### src/rtl/qspi_xip_line_reader.sv
// Byte reader over QSPI flash: one cached line answers hits in 1 cycle; misses fetch the line with Quad I/O Fast Read (0xEB).
// Accepts requests only in IDLE (req_ready); once the flash is in continuous-read mode, later misses skip the command byte.
module qspi_xip_line_reader #(
    parameter int ADDR_W      = 24,
    parameter int LINE_BYTES  = 4,
    parameter int DUMMY_CLKS  = 4,
    parameter int RD_LAT      = 1,
    parameter int CS_HIGH_MIN = 2,
    parameter bit XIP_EN      = 1'b1
) (
    input  logic              spiclk,
    input  logic              reset,
    input  logic              req_valid,
    output logic              req_ready,
    input  logic [ADDR_W-1:0] req_addr,
    output logic              rsp_valid,
    output logic [7:0]        rsp_data,
    input  logic              flush,
    output logic              busy,
    output logic              spiclken,
    output logic              spiss,
    output logic [3:0]        spiout,
    output logic [3:0]        spioe,
    input  logic [3:0]        spiin
);
    localparam int OFF_LOG = $clog2(LINE_BYTES);
    localparam int OFF_W   = (OFF_LOG > 0) ? OFF_LOG : 1;
    localparam int TAG_W   = ADDR_W - OFF_LOG;
    localparam int NIB_W   = $clog2(2 * LINE_BYTES);
    localparam logic [ADDR_W-1:0] OFF_MASK = ADDR_W'(LINE_BYTES - 1);

    typedef enum logic [3:0] {
        S_IDLE, S_RECOV, S_CMD, S_ADDR, S_MODE, S_DUMMY, S_READ, S_LAT, S_RESP, S_GAP
    } state_t;

    state_t                       r_state, w_nxt;
    logic [15:0]                  r_cnt, w_len;
    logic                         w_last;
    logic                         r_line_vld, r_flush_pend, r_xip_act, r_recov_pend, r_hit_vld;
    logic [TAG_W-1:0]             r_tag, w_req_tag;
    logic [OFF_W-1:0]             r_off, w_req_off;
    logic [ADDR_W-1:0]            r_base, w_addr_sh;
    logic [2*LINE_BYTES-1:0][3:0] r_line;
    logic [NIB_W-1:0]             r_cap, w_nib_hi, w_nib_lo;
    logic [RD_LAT-1:0]            r_rd_pipe;
    logic                         w_accept, w_hit, w_miss;
    logic [7:0]                   w_cmd_sh;

    assign w_req_tag = TAG_W'(req_addr >> OFF_LOG);
    assign w_req_off = OFF_W'(req_addr & OFF_MASK);
    assign w_accept  = req_valid && req_ready;
    // A flush in the same cycle as a request forces the miss path.
    assign w_hit     = w_accept && r_line_vld && !flush && (w_req_tag == r_tag);
    assign w_miss    = w_accept && !w_hit;

    always_comb begin
        w_len = 16'd1;
        case (r_state)
            S_RECOV, S_CMD: w_len = 16'd8;
            S_ADDR:         w_len = 16'(ADDR_W / 4);
            S_MODE:         w_len = 16'd2;
            S_DUMMY:        w_len = 16'(DUMMY_CLKS);
            S_READ:         w_len = 16'(2 * LINE_BYTES);
            S_LAT:          w_len = 16'(RD_LAT);
            S_GAP:          w_len = 16'(CS_HIGH_MIN);
            default:        w_len = 16'd1;
        endcase
    end
    assign w_last = (r_cnt + 16'd1) >= w_len;

    always_ff @(posedge spiclk) begin
        if (reset) r_state <= S_IDLE;
        else       r_state <= w_nxt;
    end

    always_comb begin
        w_nxt = r_state;
        case (r_state)
            S_IDLE:  if (w_miss) w_nxt = r_recov_pend ? S_RECOV : (r_xip_act ? S_ADDR : S_CMD);
            S_RECOV: if (w_last) w_nxt = S_GAP;
            S_CMD:   if (w_last) w_nxt = S_ADDR;
            S_ADDR:  if (w_last) w_nxt = S_MODE;
            S_MODE:  if (w_last) w_nxt = S_DUMMY;
            S_DUMMY: if (w_last) w_nxt = S_READ;
            S_READ:  if (w_last) w_nxt = S_LAT;
            S_LAT:   if (w_last) w_nxt = S_RESP;
            S_RESP:  w_nxt = S_GAP;
            S_GAP:   if (w_last) w_nxt = r_recov_pend ? S_CMD : S_IDLE;
            default: w_nxt = S_IDLE;
        endcase
    end

    assign w_cmd_sh  = 8'hEB << r_cnt[2:0];
    assign w_addr_sh = r_base << {r_cnt, 2'b00};

    always_comb begin
        spiss    = 1'b0;
        spiclken = 1'b0;
        spiout   = 4'h0;
        spioe    = 4'h0;
        case (r_state)
            S_RECOV: begin spiss = 1'b1; spiclken = 1'b1; spiout = 4'hF; spioe = 4'hF; end
            S_CMD:   begin spiss = 1'b1; spiclken = 1'b1; spiout = {3'b000, w_cmd_sh[7]}; spioe = 4'b0001; end
            S_ADDR:  begin spiss = 1'b1; spiclken = 1'b1; spiout = w_addr_sh[ADDR_W-1 -: 4]; spioe = 4'hF; end
            S_MODE:  begin
                spiss = 1'b1; spiclken = 1'b1; spioe = 4'hF;
                spiout = XIP_EN ? ((r_cnt == 16'd0) ? 4'h2 : 4'h0) : 4'hF;
            end
            S_DUMMY, S_READ: begin spiss = 1'b1; spiclken = 1'b1; end
            S_LAT:   spiss = 1'b1;
            default: ;
        endcase
    end

    // Captures trail the READ cycles by RD_LAT, so they keep running through LAT.
    always_ff @(posedge spiclk) begin
        if (reset) begin
            r_cnt        <= 16'd0;
            r_line_vld   <= 1'b0;
            r_flush_pend <= 1'b0;
            r_xip_act    <= 1'b0;
            r_recov_pend <= XIP_EN;
            r_hit_vld    <= 1'b0;
            r_tag        <= '0;
            r_off        <= '0;
            r_base       <= '0;
            r_line       <= '0;
            r_cap        <= '0;
            r_rd_pipe    <= '0;
        end else begin
            r_cnt     <= (w_nxt != r_state || r_state == S_IDLE) ? 16'd0 : r_cnt + 16'd1;
            r_hit_vld <= w_hit;
            r_rd_pipe <= (r_rd_pipe << 1) | RD_LAT'(r_state == S_READ);
            if (r_rd_pipe[RD_LAT-1]) begin
                r_line[r_cap ^ NIB_W'(1)] <= spiin;
                r_cap                     <= r_cap + NIB_W'(1);
            end
            if (w_hit) r_off <= w_req_off;
            if (w_miss) begin
                r_tag        <= w_req_tag;
                r_off        <= w_req_off;
                r_base       <= req_addr & ~OFF_MASK;
                r_cap        <= '0;
                r_flush_pend <= 1'b0;
            end else if (flush && r_state != S_IDLE) begin
                r_flush_pend <= 1'b1;
            end
            if (r_state == S_RESP) begin
                r_line_vld <= !(r_flush_pend || flush);
                r_xip_act  <= XIP_EN;
            end else if (flush || w_miss) begin
                r_line_vld <= 1'b0;
            end
            if (r_state == S_GAP && w_last) r_recov_pend <= 1'b0;
        end
    end

    assign w_nib_hi  = NIB_W'({r_off, 1'b1});
    assign w_nib_lo  = NIB_W'({r_off, 1'b0});
    assign req_ready = (r_state == S_IDLE);
    assign busy      = (r_state != S_IDLE);
    assign rsp_valid = (r_state == S_RESP) || r_hit_vld;
    assign rsp_data  = rsp_valid ? {r_line[w_nib_hi], r_line[w_nib_lo]} : 8'h00;
endmodule
### config.mk
export PLATFORM = sky130hd
export DESIGN_NAME = qspi_xip_line_reader
export DESIGN_NICKNAME = d
export VERILOG_FILES = /design/src/rtl/qspi_xip_line_reader.sv
export SDC_FILE = /design/constraint.sdc
export NUM_CORES = 1
export LEC_CHECK = 0
export BUFFER_PORTS_ARGS = -buffer_cell sky130_fd_sc_hd__buf_2
export CAP_MARGIN = 20
export CORE_ASPECT_RATIO = 1.5
export CORE_MARGIN = 2
export CORE_UTILIZATION = 30
export DETAILED_ROUTE_END_ITERATION = 10
export PLACE_DENSITY = 0.51
export SYNTH_ARGS = -nofsm -noshare
export SYNTH_HDL_FRONTEND = slang
export SYNTH_SLANG_ARGS = --single-unit
### constraint.sdc
create_clock -name spiclk -period 5.4 [get_ports spiclk]
set_input_delay 0.81 -clock spiclk [delete_from_list [all_inputs] [get_ports spiclk]]
set_output_delay 0.81 -clock spiclk [all_outputs]
set_load 0.01 [all_outputs]
## Word-level counts from Yosys, hierarchy flattened

Memory sizes are Yosys's and may differ from the RTL's. A register that Yosys moved wholly into a read port is not among the register bits.
Index checks and enable logic that the tools add are counted.

- Register bits: 85
- Memory bits (read-only): 64
- Input port bits: 32
- Output and inout port bits: 21
- Word-level logic and storage cells: 97
- Memories: 1

Memories:

| name | depth | width | read ports | clocked after memory_dff | write ports | RTL line | text |
|---|---|---|---|---|---|---|---|
| (no name shown) | 16 | 4 | 1 | 1 | 0 | 58 | `case (r_state)` |

- $add $sub $neg: 2
- Magnitude comparators: 5
- Equality and inequality tests: 11
- Shifts and indexed selects: 2
- Mux-type cells: 31
- Bitwise gates (word level): 1
- Reductions and logical operators: 25

Operators with widths:

| kind | number |
|---|---|
| 4-bit two-way mux | 13 |
| 4-bit one-hot mux with 10 select lines | 1 |
| 32-bit bitwise mux | 1 |
| 24-bit by 18-bit << shifter with 24-bit output | 1 |
| 22-bit == test | 1 |
| 16-bit by 1-bit adder with 16-bit output (second input constant) | 1 |
| 4-bit binary-select mux with 2-bit select | 2 |
| 4-bit by 3-bit == test with 1-bit output (second input constant) | 4 |
| 16-bit greater-or-equal comparator | 1 |
| 16-bit zero test | 1 |
| 4-bit one-hot mux with 4 select lines | 1 |
| 4-bit demux with 3-bit select | 1 |
| 3-bit by 4-bit < comparator with 1-bit output (second input constant) | 3 |
| 2-bit two-way mux | 5 |
| 4-bit by 2-bit == test with 1-bit output (second input constant) | 2 |
| 4-bit == test (second input constant) | 2 |
| 1-bit logical AND | 8 |
| 8-bit two-way mux | 1 |
| 4-bit one-hot mux with 2 select lines | 1 |
| 8-bit by 3-bit << shifter with 8-bit output (first input constant) | 1 |
| 7-bit OR reduction | 1 |
| 6-bit OR reduction | 1 |
| 1-bit two-way mux | 5 |
| 4-bit by 1-bit == test with 1-bit output (second input constant) | 1 |
| other kinds (11) | 18 |

## Logic depth before layout (Yosys ltp)

Gate-level depths: netlist of the first run.

- Depth after elaboration: 12
- Depth in mapped cells: 15
- Depth with buffers taken out: 13

## Least setup slack after synthesis of the first run

No wires, ideal clock.

- Kind: register -> register
- Start point: register r_cnt[0]
- End point: register, netlist name w_len[1]
- Data arrival time: 3.778 ns
- Data required time: 5.279 ns
- Path slack: 1.501 ns
- Stages on the path, launching flop included: 15
- Cells stage by stage: dfxtp_1 > buf_4 > clkbuf_1 > inv_1 > ha_1 > ha_1 > a21o_1 > a21o_1 > a211oi_1 > nand3_1 > or4_1 > a21o_1 > ha_1 > mux2_4 > mux2_2

- Cells in the longest elaborated chain, start to end: 5

Ends and longest elaborated chain:

| item | RTL line | text |
|---|---|---|
| start, declared | 37 | `logic [15:0] r_cnt, w_len;` |
| start signal, assigned | 131 | `r_cnt <= (w_nxt != r_state \|\| r_state == S_IDLE) ? 16'd0 : r_cnt + 16'd1;` |
| 16-bit by 1-bit adder with 16-bit output * | 69 | `assign w_last = (r_cnt + 16'd1) >= w_len;` |
| 16-bit greater-or-equal comparator * | 69 |  |
| 4-bit two-way mux, or another cell as far along | 88 | `S_GAP: if (w_last) w_nxt = r_recov_pend ? S_CMD : S_IDLE;` |
| 4-bit one-hot mux with 10 select lines * | 78 | `case (r_state)` |
| 4-bit two-way mux (no line) * | n/a |  |

Every way passes the cells marked *; elsewhere a longest branch is shown, timed or not.
A chain may end at the register's enable or synchronous reset.

## Final worst setup path of the first run

- Start point: register r_cnt[1]
- End point: register, netlist name w_len[1]

- Cells in the longest elaborated chain, start to end: 5

Ends and longest elaborated chain:

| item | RTL line |
|---|---|
| 16-bit by 1-bit adder with 16-bit output * | 69 |
| 16-bit greater-or-equal comparator * | 69 |
| 4-bit two-way mux, or another cell as far along | 88 |
| 4-bit one-hot mux with 10 select lines * | 78 |
| 4-bit two-way mux (no line) * | n/a |

Marks and branches as above.

==> summary.md, run 1 <==
| Metric | Value |
|---|---|
| Mapped Cells | 476 |
| Net count, final | 565 |
| Post-cts gate resize count | 0 |
| Sw Ratio | 0.325 |
| Async set-reset flop share out of synthesis | 0 |
| Number of synthesized flops with an enable pin | 0 |
| Area growth syn-to-layout | 17.7% |
| Num CTS Buffers | 9 |
| Number of port buffers | 52 |
| Initial DRC Count | 112 |
| # Post-CTS Setup Buffers | 0 |
| Crit path max fanout | 14 |
| Internal power | 1.44 mW |
| Critical path class | reg -> reg |
| Initial core utilization | 0.308 |
| DRT antenna net count | 0 |
| Post-DP HPWL | 7.72 mm |
| Worst EP arrival | 4.16 ns |
| Syn Std Cell Area | 0.00450 sq mm |
| Final Skew | 0.00672 ns |
| Ant diodes | 0 |
| Final setup vio count | 0 |
| Hold WS | 0.472 ns |
| Fin crit share | 0.728 |
| Final hold violation count | 0 |
| Sink Count | 89 |
| Post-layout min period | 3.93 ns |
| Leak Pwr | 2.16 nW |
| Clk Latency, worst-skew pair | 0.34 ns |
| First-pass GRT wire length | 16.8 mm |
| Area leader, netlist | dfxtp_1 |
| Hold crit path type | reg -> reg |
| Reported max-cap violation count | 0 |
| DR pass1 iterations | 4 |
| Gpl congestion | 0.795 |
| Fmax achieved | 255 MHz |
| CORE AREA | 0.0146 sq mm |
| Critical path required time | 5.64 ns |
| Most common cell after layout, fill and taps aside | dfxtp_1 |
| H-tree Lvls | 3 |
| Slew Viols, Final | 0 |
| Tot Pwr | 2.13 mW |
| Routed wire length | 10.4 mm |
| Total gr overflow | 0 |
| CTS clk-pin slew, worst paths | 0.07 ns |
| Combinational share of power | 0.266 |
| Die area | 0.0160 sq mm |
| Worst slew pin tran | 1.14 ns |
| Share of layout cells above drive strength 1 | 0.181 |
| Main flop type after synthesis | dfxtp_1 |
| RSZ-0062 raised after global routing | no |
| Post-synth cell types | 56 |
| Status | completed |
| CP Launch Type | register |
| CTS tree | built |
| Vias/cell | 4.72 |
| CTS Buffer Depth | 2 |
| Setup TNS | 0 ns |
| Post-CTS Hold Fix Bufs | 0 |
| Die span in y | 154 um |
| Ys Warns | 0 |
| Setup WS post-layout | 1.47 ns |
| Top-level I/O count | 53 |
| Part of the power in registers | 0.386 |
| Power Dens Cells | 403 mW/mm^2 |
| Initial antenna violation count | 0 |
| Avg Synthesized Cell Area | 9.45 sq um |
| Sw Pwr | 0.693 mW |
| Maximum number of pins on one net before global-route repair | 73 |
| Post-Place Worst Slack | 1.46 ns |
| Total track usage | 0.133 |
| Die Width | 104 um |
| Peak supply drop | 0.146 mV |
| Most frequent cells in the layout | 89 x dfxtp_1, 79 x nor2_1, 64 x mux2i_1 |
| DRC Markers | 0 |
| Dominant cells by area after synthesis | dfxtp_1 40%, mux2i_1 14%, nor2_1 6.6%, mux4_2 5.0%, ha_1 3.6% |
| Wirelength per Cell | 14.4 um |
| Flops & latches, synth | 89 |
| Sequential share of the synthesized area | 0.396 |
| Vias in the first global route | 3345 |
| Yosys top cell area share | 0.396 |
| Clock group share of total power | 0.349 |
| Row Count | 54 |
| Slew HR | 0.239 |
| CTS Root Cell | clkbuf_16 |
| CP Capture Type | register |
| Vias | 3401 |
-- power by group through the flow --
stage                     Combinational [mW]  Clock [mW]  Sequential (mW)
after global placement                 0.569           0            0.839
after global routing                   0.628       0.795            0.836
after CTS                              0.581       0.766            0.824
final                                  0.567       0.744            0.823
after floorplan                        0.460           0            0.776
after detailed placement               0.579           0            0.838
-- worst paths after layout --
check / start / endpoint / slack, ns / cells past startpoint
worst max-delay path: r_cnt[1] / w_len[1] / 1.47 / 12
worst min-delay path: r_flush_pend / r_flush_pend / 0.47 / 2
worst max register to register: r_cnt[1] / w_len[1] / 1.47 / 12
worst min register to register: r_flush_pend / r_flush_pend / 0.47 / 2
-- state kept, by name (all words and copies together), names as in the netlist, 2 cells and up --
register,count
r_line,32
r_tag,22
r_cnt,16
r_state,4
w_len,4
r_cap,3
r_off,2
-- layer usage --
layer,routed length [um],track usage
met1,4320,0.144
met2,5480,0.247
met3,282,0.0237
met4,280,0.0676
met5,0,0
-- cells by family (layout without fill, tap and decap cells) --
kind of cell | after synthesis | after routing | synth area share
buffers and inverters | 44 | 82 | 0.0398
other | 1 | 12 | 0.000834
AO/OA/AOI/OAI | 43 | 43 | 0.0668
multiplexers | 78 | 78 | 0.204
AND/OR/NAND/NOR | 177 | 177 | 0.196
flip-flops | 89 | 89 | 0.396
adder cells (fa/ha/maj) | 13 | 13 | 0.0362
XOR/XNOR | 31 | 31 | 0.0604
-- final cells by class --
cell class / instances / area [sq um]
clock buffers: 9 / 225
clock inverters: 7 / 135
fillers: 1542 / 9300
inverters: 11 / 41.3
multi-input cells: 354 / 2580
flip-flops and latches: 89 / 1780
well taps: 196 / 245
repair buffers: 55 / 283
-- per-stage QoR --
step | std cells | utilization | cell area [sq um]
floorplan | 487 | - | 4540
global placement | 705 | 0.338 | 4930
detailed placement | 705 | 0.338 | 4930
CTS | 721 | 0.363 | 5290
global route | 721 | 0.363 | 5290
finish | 721 | 0.363 | 5290
-- worst max-delay path: stages, from the launching register on --
cell and delay (ns):
dfxtp_1 0.64, inv_1 0.12, ha_1 0.33, ha_1 0.28, a21o_1 0.15, a21o_1 0.17, a211oi_1 0.29, nand3_1 0.28
or4_1 0.62, a21o_1 0.20, ha_1 0.22, mux2_4 0.26, mux2_2 0.25
-- cell usage after synthesis, types with 2 or more instances --
| cell type | count |
|---|---|
| mux2_2 | 2 |
| nand3_1 | 9 |
| nor3b_1 | 3 |
| or4_1 | 2 |
| xor2_1 | 18 |
| a31oi_1 | 3 |
| a211oi_1 | 2 |
| nand4b_1 | 3 |
| a21oi_1 | 13 |
| a32oi_1 | 2 |
| nor2_1 | 79 |
| nand4_1 | 6 |
| a21o_1 | 5 |
| buf_4 | 3 |
| nor3_1 | 13 |
| nor2b_1 | 16 |
| nand2b_1 | 4 |
| inv_1 | 10 |
| and3_1 | 4 |
| nor4_1 | 7 |
| o21ai_0 | 5 |
| and2_1 | 4 |
| nand2_1 | 17 |
| or3_1 | 2 |
| buf_2 | 2 |
| xnor2_1 | 13 |
| clkbuf_1 | 27 |
| ha_1 | 13 |
| nand3_2 | 2 |
| dfxtp_1 | 89 |
| mux2i_1 | 64 |
| mux4_2 | 10 |
No activity file was read; power rests on OpenSTA's default activity.
==> run 2: changes to the inputs <==
Settings changed: ABC_AREA from default to 1, PLACE_DENSITY 0.51 to 0.5.
Clock period 5.4 ns to 4.11 ns, I/O delays scaled along.
==> run 2 against run 1 <==
Compared with the run above: first-iteration DRC count is 75% higher; via count is 45% higher; critical path depth up 6; die area grew 12%; utilization decreased by 1.3 points; final cell count rose by 46%; worst setup slack got worse by 0.66 ns; register-to-register slack got worse by 0.66 ns; flip-flop and latch count is the same; cell area increased by 9.8%; combinational power up 96%; clock skew is 0.0030 ns higher; highest routed layer is now met5.
==> summary.md, run 2 <==
| Metric | Value |
|---|---|
| Status | completed |
| First-pass GRT wire length | 23.5 mm (+39%) |
| Slowest Stage Delay on Critical Path | 0.68 ns (+0.04 ns) |
| Flops & latches, synth | 89 (unchanged) |
| Reported max-cap violation count | 0 (unchanged) |
| Critical path required time | 4.40 ns (-1.24 ns) |
| GRT met1 Usage | 0.190 (+0.0456) |
| H-tree Lvls | 3 (unchanged) |
| R2R Path Start | r_cnt[0] |
| Yosys top cell area share | 0.354 (-0.0423) |
| Die Width | 110 um (+5.6%) |
| Post-synth cell types | 40 (-29%) |
| Met3 usage | 0.0256 (+0.00187) |
| Most flops, register | r_line |
| Most instantiated cells after synthesis | 157 x nor2_1, 149 x nand2_1, 106 x inv_1 |
| Number of port buffers | 52 (unchanged) |
| Post-DP HPWL | 11.2 mm (+46%) |
| RSZ-0062 raised after global routing | no |
| Max FFs per register | 32 (unchanged) |
| R2R Path End | w_len[3] |
| Crit-path most repeated cell | nand2_1 |
| Vias | 4915 (+45%) |
| CTS tree | built |
| Post-layout min period | 3.30 ns (-0.630 ns) |
| Fmax achieved | 303 MHz (+19%) |
| Share of layout cells above drive strength 1 | 0.119 (-0.0620) |
| Routed wire length | 14.4 mm (+39%) |
| R2r setup slk | 0.81 ns (-0.66 ns) |
| # Post-CTS Setup Buffers | 0 (unchanged) |
| Hold WS | 0.466 ns (-0.00607 ns) |
| Row Count | 58 (+7.4%) |
| Fin crit share | 0.803 (+0.0750) |
| CTS Root Cell | clkbuf_16 |
| Maximum number of pins on one net before global-route repair | 62 (-15%) |
| Worst slew pin tran | 0.611 ns (-0.529 ns) |
| Die area | 0.0179 sq mm (+12%) |
| Avg Synthesized Cell Area | 6.42 sq um (-32%) |
| CP Capture Type | register |
| Dominant cells by area after synthesis | dfxtp_1 35%, nor2_1 12%, nand2_1 11%, o21ai_0 8.3%, inv_1 7.9% |
| Fin util | 0.350 (-0.0128) |
| Num CTS Buffers | 9 (unchanged) |
| DRC Markers | 0 (unchanged) |
| Crit path launch | r_cnt[0] |
| Critical path class | reg -> reg |
| Area growth syn-to-layout | 15.4% |
| Sequential share of the synthesized area | 0.354 (-0.0423) |
| Placed cell areas | 0.00551 sq mm (+12%) |
| Setup crit end | w_len[3] |
| Main flop type after synthesis | dfxtp_1 |
| CTS Buffer Depth | 2 (unchanged) |
| Post-CTS Hold Fix Bufs | 0 (unchanged) |
| Initial DRC Count | 196 (+75%) |
| Post-route cell area | 0.00581 sq mm (+9.8%) |
| Vias in the first global route | 4761 (+42%) |
| Crit path max fanout | 17 (+3) |
| Initial core utilization | 0.303 (-0.00516) |
| Setup TNS | 0 ns (unchanged) |
| Clk Latency, worst-skew pair | 0.35 ns (about the same) |
| R2R cell count | 18 (+6) |
| CP max stage cell | dfxtp_1 |
| Worst EP arrival | 3.59 ns (-0.57 ns) |
| Total track usage | 0.171 (+0.0372) |
| DR pass1 iterations | 5 (+1) |
| Sink Count | 89 (unchanged) |
| Net count, final | 881 (+56%) |
| Syn Std Cell Area | 0.00503 sq mm (+12%) |
| Number of synthesized flops with an enable pin | 0 (unchanged) |
| Most common cell after layout, fill and taps aside | nor2_1 |
| Async set-reset flop share out of synthesis | 0 (unchanged) |
| Top-level I/O count | 53 (unchanged) |
| Most frequent cells in the layout | 157 x nor2_1, 149 x nand2_1, 106 x inv_1 |
| Slew HR | 0.590 (+0.351) |
| DRT antenna net count | 0 (unchanged) |
| GR peak layer | met2 |
| Mapped Cells | 784 (+65%) |
| Final hold violation count | 0 (unchanged) |
| CORE AREA | 0.0166 sq mm (+14%) |
| CP Launch Type | register |
| Die span in y | 163 um (+5.7%) |
| Post-cts gate resize count | 0 (unchanged) |
| Power Dens Cells | 527 mW/mm^2 (+31%) |
| CTS clk-pin slew, worst paths | 0.07 ns (about the same) |
| Total gr overflow | 0 (unchanged) |
| Worst path cell trace | inv_2 -> ha_1 -> ha_1 -> o21ai_0 -> nand2_1 -> nand2_1 -> nand2_1 -> nand2_1 -> nand3_2 -> nor2_4 -> nand3_1 -> nand2_1 -> nand2_1 -> nand2_1 -> inv_1 -> ha_1 -> or2_1 -> a21oi_2 |
| Final Skew | 0.00970 ns (+0.00298 ns) |
| Hold Path Origin | r_xip_act |
| Area leader, netlist | dfxtp_1 |
| Met2 GRT Util | 0.317 (+0.0699) |
| Vias/cell | 4.67 (-0.95%) |
| Initial antenna violation count | 2 (+2) |
| Wirelength per Cell | 13.7 um (-4.7%) |
| Slew Viols, Final | 0 (unchanged) |
| Largest regs | r_line x32, r_tag x22, r_cnt x16 |
| Gpl congestion | 0.931 (+17%) |
| Ys Warns | 0 (unchanged) |
| Top-count cell post-synth | nor2_1 |
| Hold crit path type | reg -> reg |
| Leak Pwr | 2.81 nW (+30%) |
| Final setup vio count | 0 (unchanged) |
| Peak supply drop | 0.220 mV (+50%) |
run 2: cell types whose count changed in the layout (fill, tap and decap cells not counted), sizes merged, moves of 7 or more:
cell   delta
xnor2     -9
o21ai    +80
nand2   +140
mux2i    -65
nor3      -7
a21oi    +30
xor2     -16
mux4     -10
inv      +94
nor2     +89
nor2b    -16
nand3    +24
o32ai     +7
run 2: worst min-delay path by stage:
stage                endpoint  slack (ns)  depth (start not counted)
global placement    r_xip_act        0.45                          2
global route        r_xip_act        0.47                          2
finish              r_xip_act        0.47                          2
floorplan           r_xip_act        0.43                          2
detailed placement  r_xip_act        0.45                          2
CTS                 r_xip_act        0.46                          2
run 2: stage by stage:
stage,worst slack (ns),total power [mW],std cells
2_1_floorplan,1.42,1.90,795
3_3_place_gp,0.906,2.26,1035
3_5_place_dp,0.812,2.26,1035
4_1_cts,0.778,3.10,1051
5_1_grt,0.378,3.30,1051
6_report,0.812,3.06,1052
run 2: critical path: cells and delay by family (launching register included):
kind	cells	cell delay, ns
buffers and inverters	2	0.27
flip-flops	1	0.68
AND/OR/NAND/NOR	11	1.17
adder cells (fa/ha/maj)	3	0.91
AO/OA/AOI/OAI	2	0.20
run 2: metal layers:
layer / part of all wire / vias up
met5: 0.00090 / -
met4: 0.022 / 2
met3: 0.035 / 18
met2: 0.53 / 82
met1: 0.42 / 2216
li1: - / 2597
run 2: cells by family after synthesis:
group           after synthesis  synth area share
simple gates                391             0.336
compound gates              148             0.162
flops                        89             0.354
buf+inv                     136             0.105
other cells                   1          0.000745
xor+xnor                      6            0.0104
fa+ha+maj                    13            0.0323
run 2: final cells by class:
type                            instances  area, sq um
Fill cell                            1869        10800
Clock inverter                          6         67.6
Antenna cell                            1         2.50
Multi-Input combinational cell        570         2770
Sequential cell                        89         1780
Clock buffer                           10          229
Inverter                              111          418
Timing Repair Buffer                   55          283
Tap cell                              210          263
run 2: where the power goes:
part           internal [mW]  switching, mW  total [mW]
logic                  0.375          0.737        1.11
clock network          0.474          0.361       0.834
registers              0.988          0.127        1.11
total                   1.84           1.22        3.06
==> run 3: changes to the inputs <==
Clock period 4.11 ns to 3.2 ns, I/O delays scaled along.
==> run 3 against run 2 <==
Compared with the run above: cell area grew 1.4%; worst setup slack lost 0.51 ns; non-clock buffer count grew 8; worst hold slack lost 0.092 ns; combinational power grew 35%; maximum frequency grew 14%; clock power grew 32%; clock skew shrank 0.0041 ns; critical path depth is the same; die area is the same; routed wire length grew 3.3%; sequential power grew 28%.
==> summary.md, run 3 (synthesized netlist as in run 2, its figures left out) <==
| Metric | Value |
|---|---|
| Placed cell areas | 0.00557 sq mm (+1.1%) |
| Top-level I/O count | 53 (unchanged) |
| Setup crit end | w_len[3] |
| RSZ-0062 raised after global routing | no |
| Hold crit path type | in -> reg |
| GRT met1 Usage | 0.202 (+0.0119) |
| Initial core utilization | 0.303 (unchanged) |
| Net count, final | 889 (+0.91%) |
| Worst slew pin tran | 0.769 ns (+0.158 ns) |
| Maximum number of pins on one net before global-route repair | 42 (-32%) |
| Worst path cell trace | inv_1 -> ha_1 -> ha_1 -> o21ai_0 -> nand2_1 -> nand2_1 -> nand2_1 -> nand2_1 -> nand3_2 -> nor2_4 -> nand3_1 -> nand2_1 -> nand2_1 -> nand2_1 -> inv_1 -> ha_1 -> or2_1 -> a21oi_2 |
| Post-DP HPWL | 11.5 mm (+2.1%) |
| Total track usage | 0.174 (+0.00373) |
| H-tree Lvls | 3 (unchanged) |
| Routed wire length | 14.9 mm (+3.3%) |
| Share of layout cells above drive strength 1 | 0.130 (+0.0107) |
| Largest regs | r_line x32, r_tag x22, r_cnt x16 |
| Slew HR | 0.484 (-0.105) |
| Setup TNS | 0 ns (unchanged) |
| Max FFs per register | 32 (unchanged) |
| Post-CTS Hold Fix Bufs | 0 (unchanged) |
| Vias in the first global route | 4710 (-1.1%) |
| Status | completed |
| Critical path class | reg -> reg |
| Crit-path most repeated cell | nand2_1 |
| R2R Path Start | r_cnt[1] |
| DRC Markers | 0 (unchanged) |
| DR pass1 iterations | 5 (unchanged) |
| CTS Root Cell | clkbuf_16 |
| Die area | 0.0179 sq mm (unchanged) |
| CP max stage cell | dfxtp_1 |
| Hold WS | 0.374 ns (-0.0923 ns) |
| Post-route cell area | 0.00589 sq mm (+1.4%) |
| Reported max-cap violation count | 0 (unchanged) |
| Most flops, register | r_line |
| Critical path required time | 3.49 ns (-0.91 ns) |
| R2r setup slk | 0.30 ns (-0.51 ns) |
| Setup WS post-layout | 0.301 ns (-0.510 ns) |
| Peak supply drop | 0.261 mV (+19%) |
| Met3 usage | 0.0276 (+0.00200) |
| Final setup vio count | 0 (unchanged) |
| Slew Viols, Final | 0 (unchanged) |
| Met2 GRT Util | 0.313 (-0.00337) |
| Most common cell after layout, fill and taps aside | nor2_1 |
| Crit path launch | r_cnt[1] |
| Initial antenna violation count | 1 (-1) |
| GR peak layer | met2 |
| Fmax achieved | 345 MHz (+14%) |
| CORE AREA | 0.0166 sq mm (unchanged) |
| Gpl congestion | 0.980 (+5.2%) |
| Sink Count | 89 (unchanged) |
| DRT antenna net count | 0 (unchanged) |
| Worst EP arrival | 3.19 ns (-0.40 ns) |
| Vias | 4991 (+1.5%) |
| Slowest Stage Delay on Critical Path | 0.37 ns (-0.31 ns) |
| Num CTS Buffers | 9 (unchanged) |
| Post-Place Worst Slack | 0.245 ns (-0.567 ns) |
| Post-layout min period | 2.90 ns (-0.400 ns) |
| Row Count | 58 (unchanged) |
| CP Launch Type | register |
| Leak Pwr | 2.86 nW (+1.8%) |
| Total gr overflow | 0 (unchanged) |
| Most frequent cells in the layout | 157 x nor2_1, 149 x nand2_1, 106 x inv_1 |
| Crit path max fanout | 7 (-10) |
| CTS clk-pin slew, worst paths | 0.06 ns (about the same) |
| Fin crit share | 0.906 (+0.103) |
| Area growth syn-to-layout | 17.0% |
| R2R cell count | 18 (unchanged) |
| Die span in y | 163 um (unchanged) |
| First-pass GRT wire length | 23.9 mm (+1.7%) |
| Power Dens Cells | 682 mW/mm^2 (+29%) |
| Wirelength per Cell | 14.0 um (+2.5%) |
| Clk Latency, worst-skew pair | 0.35 ns (about the same) |
| Final Skew | 0.00556 ns (-0.00414 ns) |
| Die Width | 110 um (unchanged) |
| Final hold violation count | 0 (unchanged) |
| CTS Buffer Depth | 2 (unchanged) |
| CP Capture Type | register |
| Hold path depth | 3 (+1) |
| R2R Path End | w_len[3] |
| Number of port buffers | 52 (unchanged) |
| Vias/cell | 4.70 (+0.68%) |
| CTS tree | built |
| Initial DRC Count | 227 (+16%) |
run 3: cell types whose count changed in the layout (fill, tap and decap cells not counted), sizes merged:
| cell | before | now |
|---|---|---|
| buf | 55 | 63 |
| clkbuf | 10 | 12 |
| clkinvlp | 2 | 1 |
| diode | 1 | 2 |
| inv | 108 | 107 |
run 3: layout make-up:
type	count	area (sq um)
inverter	111	418
multi-input combinational	570	2770
timing repair buffer	63	343
tap	210	263
fill	1854	10700
antenna	2	5.00
clock buffer	12	256
clock inverter	4	51.3
sequential	89	1780
run 3: per-stage QoR:
stage                     total power, mW  instances  utilization
after detailed placement             2.94       1043        0.335
after floorplan                      2.43        795            -
after global routing                 4.31       1059        0.354
final                                4.02       1061        0.355
after global placement               2.94       1043        0.335
after CTS                            4.06       1059        0.354
run 3: worst max-delay path, delay by kind of cell, from the launching register on:
kind                       cells  cell delay, ns
DFF                            1            0.37
and+or+nand+nor               11            1.15
buffers and inverters          2            0.26
adders and majority gates      3            0.88
AOI/OAI and AO/OA              2            0.19
run 3: where the power goes:
group | switching, mW | total [mW] | internal [mW]
registers | 0.150 | 1.42 | 1.27
clock network | 0.450 | 1.10 | 0.648
logic | 0.981 | 1.50 | 0.518
total | 1.58 | 4.02 | 2.44
run 3: repair_timing:
action | 4_1_cts | 5_1_grt
endpoints found under the setup margin | 0 | 4
gates resized for setup | 0 | 2
setup buffers | 0 | 0
run 3: how the worst min path moves through the flow:
stage,slack [ns],from,end
2_1_floorplan,0.43,r_xip_act,r_xip_act
3_3_place_gp,0.45,r_xip_act,r_xip_act
3_5_place_dp,0.45,r_xip_act,r_xip_act
4_1_cts,0.38,req_addr[1],r_off[1]
5_1_grt,0.40,req_addr[1],r_off[1]
6_report,0.37,req_addr[1],r_off[1]
run 3: routing by layer:
metal	share of wire	wire length, um
met2	0.52	7770
met1	0.42	6280
met5	0	0
met3	0.038	564
met4	0.019	276
